### config.mk
export PLATFORM = sky130hd
export DESIGN_NAME = path_sequencer_flat
export DESIGN_NICKNAME = d
export VERILOG_FILES = /design/src/rtl/path_sequencer_if.sv /design/src/rtl/path_sequencer.sv /design/src/flat_wrapper.sv
export SDC_FILE = /design/constraint.sdc
export NUM_CORES = 1
export LEC_CHECK = 0
export ABC_AREA = 1
export CELL_PAD_IN_SITES_DETAIL_PLACEMENT = 0
export CELL_PAD_IN_SITES_GLOBAL_PLACEMENT = 1
export CORE_UTILIZATION = 53
export DETAILED_ROUTE_END_ITERATION = 12
export DONT_BUFFER_PORTS = 1
export MAX_ROUTING_LAYER = met4
export PLACE_DENSITY = 0.89
export SLEW_MARGIN = 25
export SYNTH_ARGS = -nofsm -noshare
export SYNTH_HDL_FRONTEND = slang
export SYNTH_SLANG_ARGS = --single-unit
### constraint.sdc
create_clock -name clk_3125KHz -period 4.4 [get_ports clk_3125KHz]
set_input_delay 0.88 -clock clk_3125KHz [delete_from_list [all_inputs] [get_ports clk_3125KHz]]
set_output_delay 0.88 -clock clk_3125KHz [all_outputs]
set_load 0.005 [all_outputs]
### src/rtl/path_sequencer_if.sv
// Planner-to-sequencer path write bus.
`timescale 1ns/1ps
interface path_sequencer_if #(
  parameter int unsigned NODE_W = 5
) ();
  logic              path_wr;
  logic [NODE_W-1:0] path_node;
  logic              path_last;
  logic              path_ready;

  modport master (output path_wr, path_node, path_last, input path_ready);
  modport slave  (input path_wr, path_node, path_last, output path_ready);
endinterface

### src/rtl/path_sequencer.sv
// Path sequencer: buffers a planned node list and walks it one segment per
// physical node arrival, with node_flag bounce blanking after each segment.
`timescale 1ns/1ps
module path_sequencer #(
  parameter int unsigned NODE_W    = 5,
  parameter int unsigned MAX_LEN   = 32,
  parameter int unsigned BLANK_CYC = 3125
) (
  input  logic                clk_3125KHz,
  input  logic                rst_n,
  path_sequencer_if.slave     path_if,
  input  logic                path_clear,
  input  logic                CPU_start,
  input  logic                node_flag,
  output logic                node_changed,
  output logic [NODE_W-1:0]   curr_node,
  output logic [NODE_W-1:0]   next_node,
  output logic [4:0]          seg_idx,
  output logic [NODE_W-1:0]   realtime_pos,
  output logic                busy,
  output logic                done,
  output logic                err_ovf
);

  localparam int unsigned ADDR_W  = $clog2(MAX_LEN);
  localparam int unsigned IDX_W   = ADDR_W + 1;
  localparam int unsigned BLANK_W = $clog2(BLANK_CYC + 1);

  typedef enum logic [2:0] {IDLE, LOADED, ISSUE, WAIT_NODE, DONE} state_t;

  state_t              state;
  logic [NODE_W-1:0]   path_buf [MAX_LEN];
  logic [ADDR_W-1:0]   wr_ptr;
  logic [IDX_W-1:0]    path_len;
  logic [IDX_W-1:0]    idx;
  logic [BLANK_W-1:0]  blank_cnt;
  logic                start_q, start_qq;
  logic                flag_q, flag_qq;
  logic                start_edge_c;
  logic                flag_edge_c;
  logic                wr_en_c;

  assign start_edge_c = start_q & ~start_qq;
  assign flag_edge_c  = flag_q & ~flag_qq;
  assign wr_en_c      = rst_n && (state == IDLE) && path_if.path_wr && !path_clear;

  // Path storage; contents are only meaningful up to path_len.
  always_ff @(posedge clk_3125KHz) begin
    if (wr_en_c) path_buf[wr_ptr] <= path_if.path_node;
  end

  // Control FSM with registered outputs and input edge history.
  always_ff @(posedge clk_3125KHz) begin
    if (!rst_n) begin
      state              <= IDLE;
      wr_ptr             <= '0;
      path_len           <= '0;
      idx                <= '0;
      blank_cnt          <= '0;
      start_q            <= 1'b0;
      start_qq           <= 1'b0;
      flag_q             <= 1'b0;
      flag_qq            <= 1'b0;
      node_changed       <= 1'b0;
      curr_node          <= '0;
      next_node          <= '0;
      seg_idx            <= '0;
      realtime_pos       <= '0;
      busy               <= 1'b0;
      done               <= 1'b0;
      err_ovf            <= 1'b0;
      path_if.path_ready <= 1'b1;
    end else begin
      start_q      <= CPU_start;
      start_qq     <= start_q;
      flag_q       <= node_flag;
      flag_qq      <= flag_q;
      node_changed <= 1'b0;
      if (path_clear) begin
        state              <= IDLE;
        wr_ptr             <= '0;
        path_len           <= '0;
        idx                <= '0;
        blank_cnt          <= '0;
        curr_node          <= '0;
        next_node          <= '0;
        seg_idx            <= '0;
        busy               <= 1'b0;
        done               <= 1'b0;
        err_ovf            <= 1'b0;
        path_if.path_ready <= 1'b1;
      end else begin
        case (state)
          IDLE: begin
            if (path_if.path_wr) begin
              wr_ptr <= wr_ptr + 1'b1;
              if (path_if.path_last) begin
                path_len           <= IDX_W'(wr_ptr) + 1'b1;
                path_if.path_ready <= 1'b0;
                state              <= LOADED;
              end else if (wr_ptr == ADDR_W'(MAX_LEN - 1)) begin
                path_len           <= IDX_W'(MAX_LEN);
                err_ovf            <= 1'b1;
                path_if.path_ready <= 1'b0;
                state              <= LOADED;
              end
            end
          end
          LOADED: begin
            if (start_edge_c) begin
              idx <= '0;
              if (path_len < IDX_W'(2)) begin
                done  <= 1'b1;
                state <= DONE;
              end else begin
                state <= ISSUE;
              end
            end
          end
          ISSUE: begin
            curr_node    <= path_buf[idx[ADDR_W-1:0]];
            next_node    <= path_buf[ADDR_W'(idx + 1'b1)];
            seg_idx      <= 5'(idx);
            node_changed <= 1'b1;
            busy         <= 1'b1;
            blank_cnt    <= BLANK_W'(BLANK_CYC);
            state        <= WAIT_NODE;
          end
          WAIT_NODE: begin
            if (blank_cnt != '0) begin
              blank_cnt <= blank_cnt - 1'b1;
            end else if (flag_edge_c) begin
              realtime_pos <= next_node;
              if (idx + IDX_W'(2) == path_len) begin
                done  <= 1'b1;
                busy  <= 1'b0;
                state <= DONE;
              end else begin
                idx   <= idx + 1'b1;
                state <= ISSUE;
              end
            end
          end
          DONE: begin
            if (start_edge_c) begin
              done  <= 1'b0;
              idx   <= '0;
              state <= ISSUE;
            end
          end
          default: state <= IDLE;
        endcase
      end
    end
  end

endmodule

### src/flat_wrapper.sv
// flat-port wrapper written by rule: the top's interface ports become plain ports
module path_sequencer_flat 
#(
  parameter int unsigned NODE_W    = 5,
  parameter int unsigned MAX_LEN   = 32,
  parameter int unsigned BLANK_CYC = 3125
)
  (clk_3125KHz, rst_n, path_clear, CPU_start, node_flag, node_changed, curr_node, next_node, seg_idx, realtime_pos, busy, done, err_ovf, path_if_path_wr, path_if_path_node, path_if_path_last, path_if_path_ready);
  path_sequencer_if #(.NODE_W(NODE_W)) path_if_i ();
  input  logic clk_3125KHz;
  input  logic rst_n;
  input  logic path_clear;
  input  logic CPU_start;
  input  logic node_flag;
  output logic node_changed;
  output logic [NODE_W-1:0] curr_node;
  output logic [NODE_W-1:0] next_node;
  output logic [4:0] seg_idx;
  output logic [NODE_W-1:0] realtime_pos;
  output logic busy;
  output logic done;
  output logic err_ovf;
  input wire logic [$bits(path_if_i.path_wr)-1:0] path_if_path_wr;
  input wire logic [$bits(path_if_i.path_node)-1:0] path_if_path_node;
  input wire logic [$bits(path_if_i.path_last)-1:0] path_if_path_last;
  output wire logic [$bits(path_if_i.path_ready)-1:0] path_if_path_ready;
  assign path_if_i.path_wr = path_if_path_wr;
  assign path_if_i.path_node = path_if_path_node;
  assign path_if_i.path_last = path_if_path_last;
  assign path_if_path_ready = path_if_i.path_ready;
  path_sequencer #(.NODE_W(NODE_W), .MAX_LEN(MAX_LEN), .BLANK_CYC(BLANK_CYC)) u_core (.clk_3125KHz(clk_3125KHz), .rst_n(rst_n), .path_if(path_if_i), .path_clear(path_clear), .CPU_start(CPU_start), .node_flag(node_flag), .node_changed(node_changed), .curr_node(curr_node), .next_node(next_node), .seg_idx(seg_idx), .realtime_pos(realtime_pos), .busy(busy), .done(done), .err_ovf(err_ovf));
endmodule
==> summary.md <==
| Metric | Value |
|---|---|
| Outcome | `finished, final reports clean` |
| Min Hold Slack | `roughly 0.43 ns` |
| Inst Count DP | `between 1000 and 1500` |
| Area after DPL | `0.01107 mm^2` |
| Worst-Margin Slew | `between 0.9 and 1 ns` |
| Fin worst setup slack | `1.431 ns` |
| Critical path type | `reg2reg` |
| Placer Congestion | `0.9050` |
| Area grow syn2layout | `7.394%` |
| Via count | `8837` |
| FP Rows | `52` |
| Setup_tns | `0 ns` |
| Crit-path max FO | `15` |
| Synth top area share | `43.55%` |
| Max-cap violations | `0` |
| Critical Path Sink Type | `flop` |
| Critical path required time | `4.81 ns` |
| Maximum clock insertion buffer count | `3` |
| Most common cell after layout, fill and taps aside | `nand2_1` |
| First-pass DRT Iterations | `5` |
| #FFs+latches synth | `approximately 220` |
| Die W | `146.3 um` |
| Hold Crit Class | `reg2reg` |
| Post-DR vias/cell | `5.860` |
| Post-Syn Instances | `1259` |
| Synthesized area | `roughly 0.011 mm^2` |
| Post-synth top area cell | `edfxtp_1` |
| CP Data Arrival Time | `3.38 ns` |
| H-tree depth | `1` |
| Clock sinks | `roughly 220` |
| GR peak layer | `met2` |
| Area contributors post-synth | `edfxtp_1 (44%), dfxtp_1 (11%), nand2_1 (7.0%), nand3_1 (6.6%), a21oi_1 (6.4%)` |
| Non-Filler Instances | `1508` |
| Core Region | `approximately 0.02 mm^2` |
| Num ports | `37` |
| R2R cell count | `10` |
| CTS tree | `yes` |
| Synth Net Count | `1280` |
| Synth cell types | `37` |
| Syn. warnings | `0` |
| Final Hold Fails | `0` |
| Final instance area | `~0.012 mm^2` |
| P per Cell Area | `364.0 mW/mm^2` |
| Layout cells sized above 1 | `5.735%` |
| Met2 usage | `43.19%` |
| Most frequent cells in the layout | `nand2_1 (207), edfxtp_1 (160), nand3_1 (145)` |
| Drt initial violations | `approximately 1200` |
| Setup repair bufs after CTS | `0` |
| # nets final | `about 1200` |
| Max frequency | `around 340 MHz` |
| DRC Markers | `0` |
| Hold-fix buffers at CTS | `0` |
| Leakage | `4.288 nW` |
| Fin crit share | `roughly 67%` |
| Post-cts gate resize count | `0` |
| Clock Tree Root | `clkbuf_16` |
| Antenna Cells | `0` |
| Setup violators final | `0` |
| Met1 Use GR | `between 40% and 50%` |
| Fillers | `1844` |
| Synth Area per Inst | `8.763 um^2` |
| Hold Crit Depth | `2` |
| Pre-CTS WS | `1.436 ns` |
| Routed WL per cell | `19.74 um` |
| Worst Clk Skew | `0.01191 ns` |
| Total grt overflow | `0` |
| Top FF cell, synth | `edfxtp_1` |
| Clk_lat worst skew | `0.52 ns` |
| VDD IR-drop max | `554.1 uV` |
| Port bufs | `0` |
| Initial antenna violation count | `0` |
| RSZ-0062 raised after global routing | `no` |
| GRT Util Overall | `29.20%` |
| Die height | `~150 um` |
| CTS buffer count | `24` |
| Grt met3 use | `between 4 and 5%` |
| Post-synth ARST share | `0%` |
| Slew Viols, Final | `0` |
| Starting density of the core | `54.35%` |
| Antenna Nets Post-Route | `0` |
| Largest net degree at the start of global routing | `120` |
| Die ar. | `0.02140 mm^2` |
| Worst rel slew slack | `a little over a third` |
| EDFF count, synth | `160` |
| Tmin final | `2.969 ns` |
| Sequential element share of the synthesized area | `54.62%` |
| Clk slew on worst S/H paths | `~0.06 ns` |
| Setup crit start kind | `flop` |
| Dpl hpwl | `19570 um` |
| Vias in the first global route | `approximately 8000` |
| Post-Route WL | `29770 um` |
| First-pass GRT wire length | `between 40000 and 50000 um` |
-- stage by stage --
| stage | util (%) | power (mW) |
|---|---|---|
| after global routing | 58.37 | 4.413 |
| after global placement | 54.55 | 2.379 |
| after floorplan | - | 2.356 |
| after detailed placement | 54.55 | 2.379 |
| final | 58.37 | 4.312 |
| after CTS | 58.36 | 4.332 |
-- Yosys cell counts (4+ instances only) --
library cell  count
nand2_1         207
edfxtp_1        160
nand3_1         145
a21oi_1         141
o21ai_0         138
inv_1           128
nor2_1           87
dfxtp_1          61
o211ai_1         43
buf_2            34
clkbuf_1         21
xor2_1           10
ha_1              9
o21ai_1           8
buf_4             7
buf_1             6
inv_2             6
nor3_1            6
xnor2_1           6
buf_6             5
nor2_2            5
nand4_1           4
-- power breakdown --
group / internal [mW] / switching, mW
clock network: 1.16 / 0.821
logic: 0.0263 / 0.0697
registers: 2.24 / 0.00477
-- layout make-up --
| class | count | area [um^2] | share of cell area [%] |
|---|---|---|---|
| Clock inverter | 15 | 136.4 | 1.151 |
| Sequential cell | 221 | 6031 | 50.90 |
| Timing Repair Buffer | 9 | 67.56 | 0.5702 |
| Clock buffer | 28 | 636.9 | 5.375 |
| Inverter | 135 | 511.7 | 4.319 |
| Tap cell | 270 | 337.8 | 2.851 |
| Multi-Input combinational cell | 830 | 4128 | 34.84 |
-- flip-flops by register name, indices dropped and copies added, names as in the netlist, 3 cells and up --
name,flops
u_core.seg_idx,5
u_core.wr_ptr,5
u_core.path_buf,160
u_core.realtime_pos,5
u_core.blank_cnt,12
u_core.curr_node,5
u_core.idx,6
u_core.path_len,6
u_core.next_node,5
u_core.state,3
-- per-layer routing --
metal	wire, um	vias up
li1	-	4262
met1	12860	4109
met2	13090	402
met4	1047	0
met5	0	-
met3	2774	64
-- final timing paths --
check	startpoint	to	slack [ns]
max reg2reg	u_core.idx[2]$_SDFFE_PP0P_	u_core.next_node[4]$_SDFFE_PP0P_	1.43
min	u_core.flag_q$_SDFF_PN0_	u_core.flag_qq$_SDFF_PN0_	0.43
min reg2reg	u_core.flag_q$_SDFF_PN0_	u_core.flag_qq$_SDFF_PN0_	0.43
max	u_core.idx[2]$_SDFFE_PP0P_	u_core.next_node[4]$_SDFFE_PP0P_	1.43
-- worst max-delay path, stage by stage (launching register included) --
cell	delay (ns)
dfxtp_1	0.82
ha_1	0.37
nand2_1	0.09
nand2_1	0.11
nand2_1	0.05
o21ai_1	0.50
inv_1	0.42
nand3_1	0.20
nand3_1	0.09
nand3_1	0.15
nand2_1	0.06
-- cell families after synthesis --
| family | count (synthesis) | share of synthesized area (%) |
|---|---|---|
| compound gates | 338 | 16.51 |
| xor+xnor | 16 | 1.270 |
| fa+ha+maj | 9 | 1.021 |
| buf+inv | 208 | 8.040 |
| flops | 221 | 54.62 |
| simple gates | 467 | 18.54 |
No activity file was read; power rests on OpenSTA's default activity.
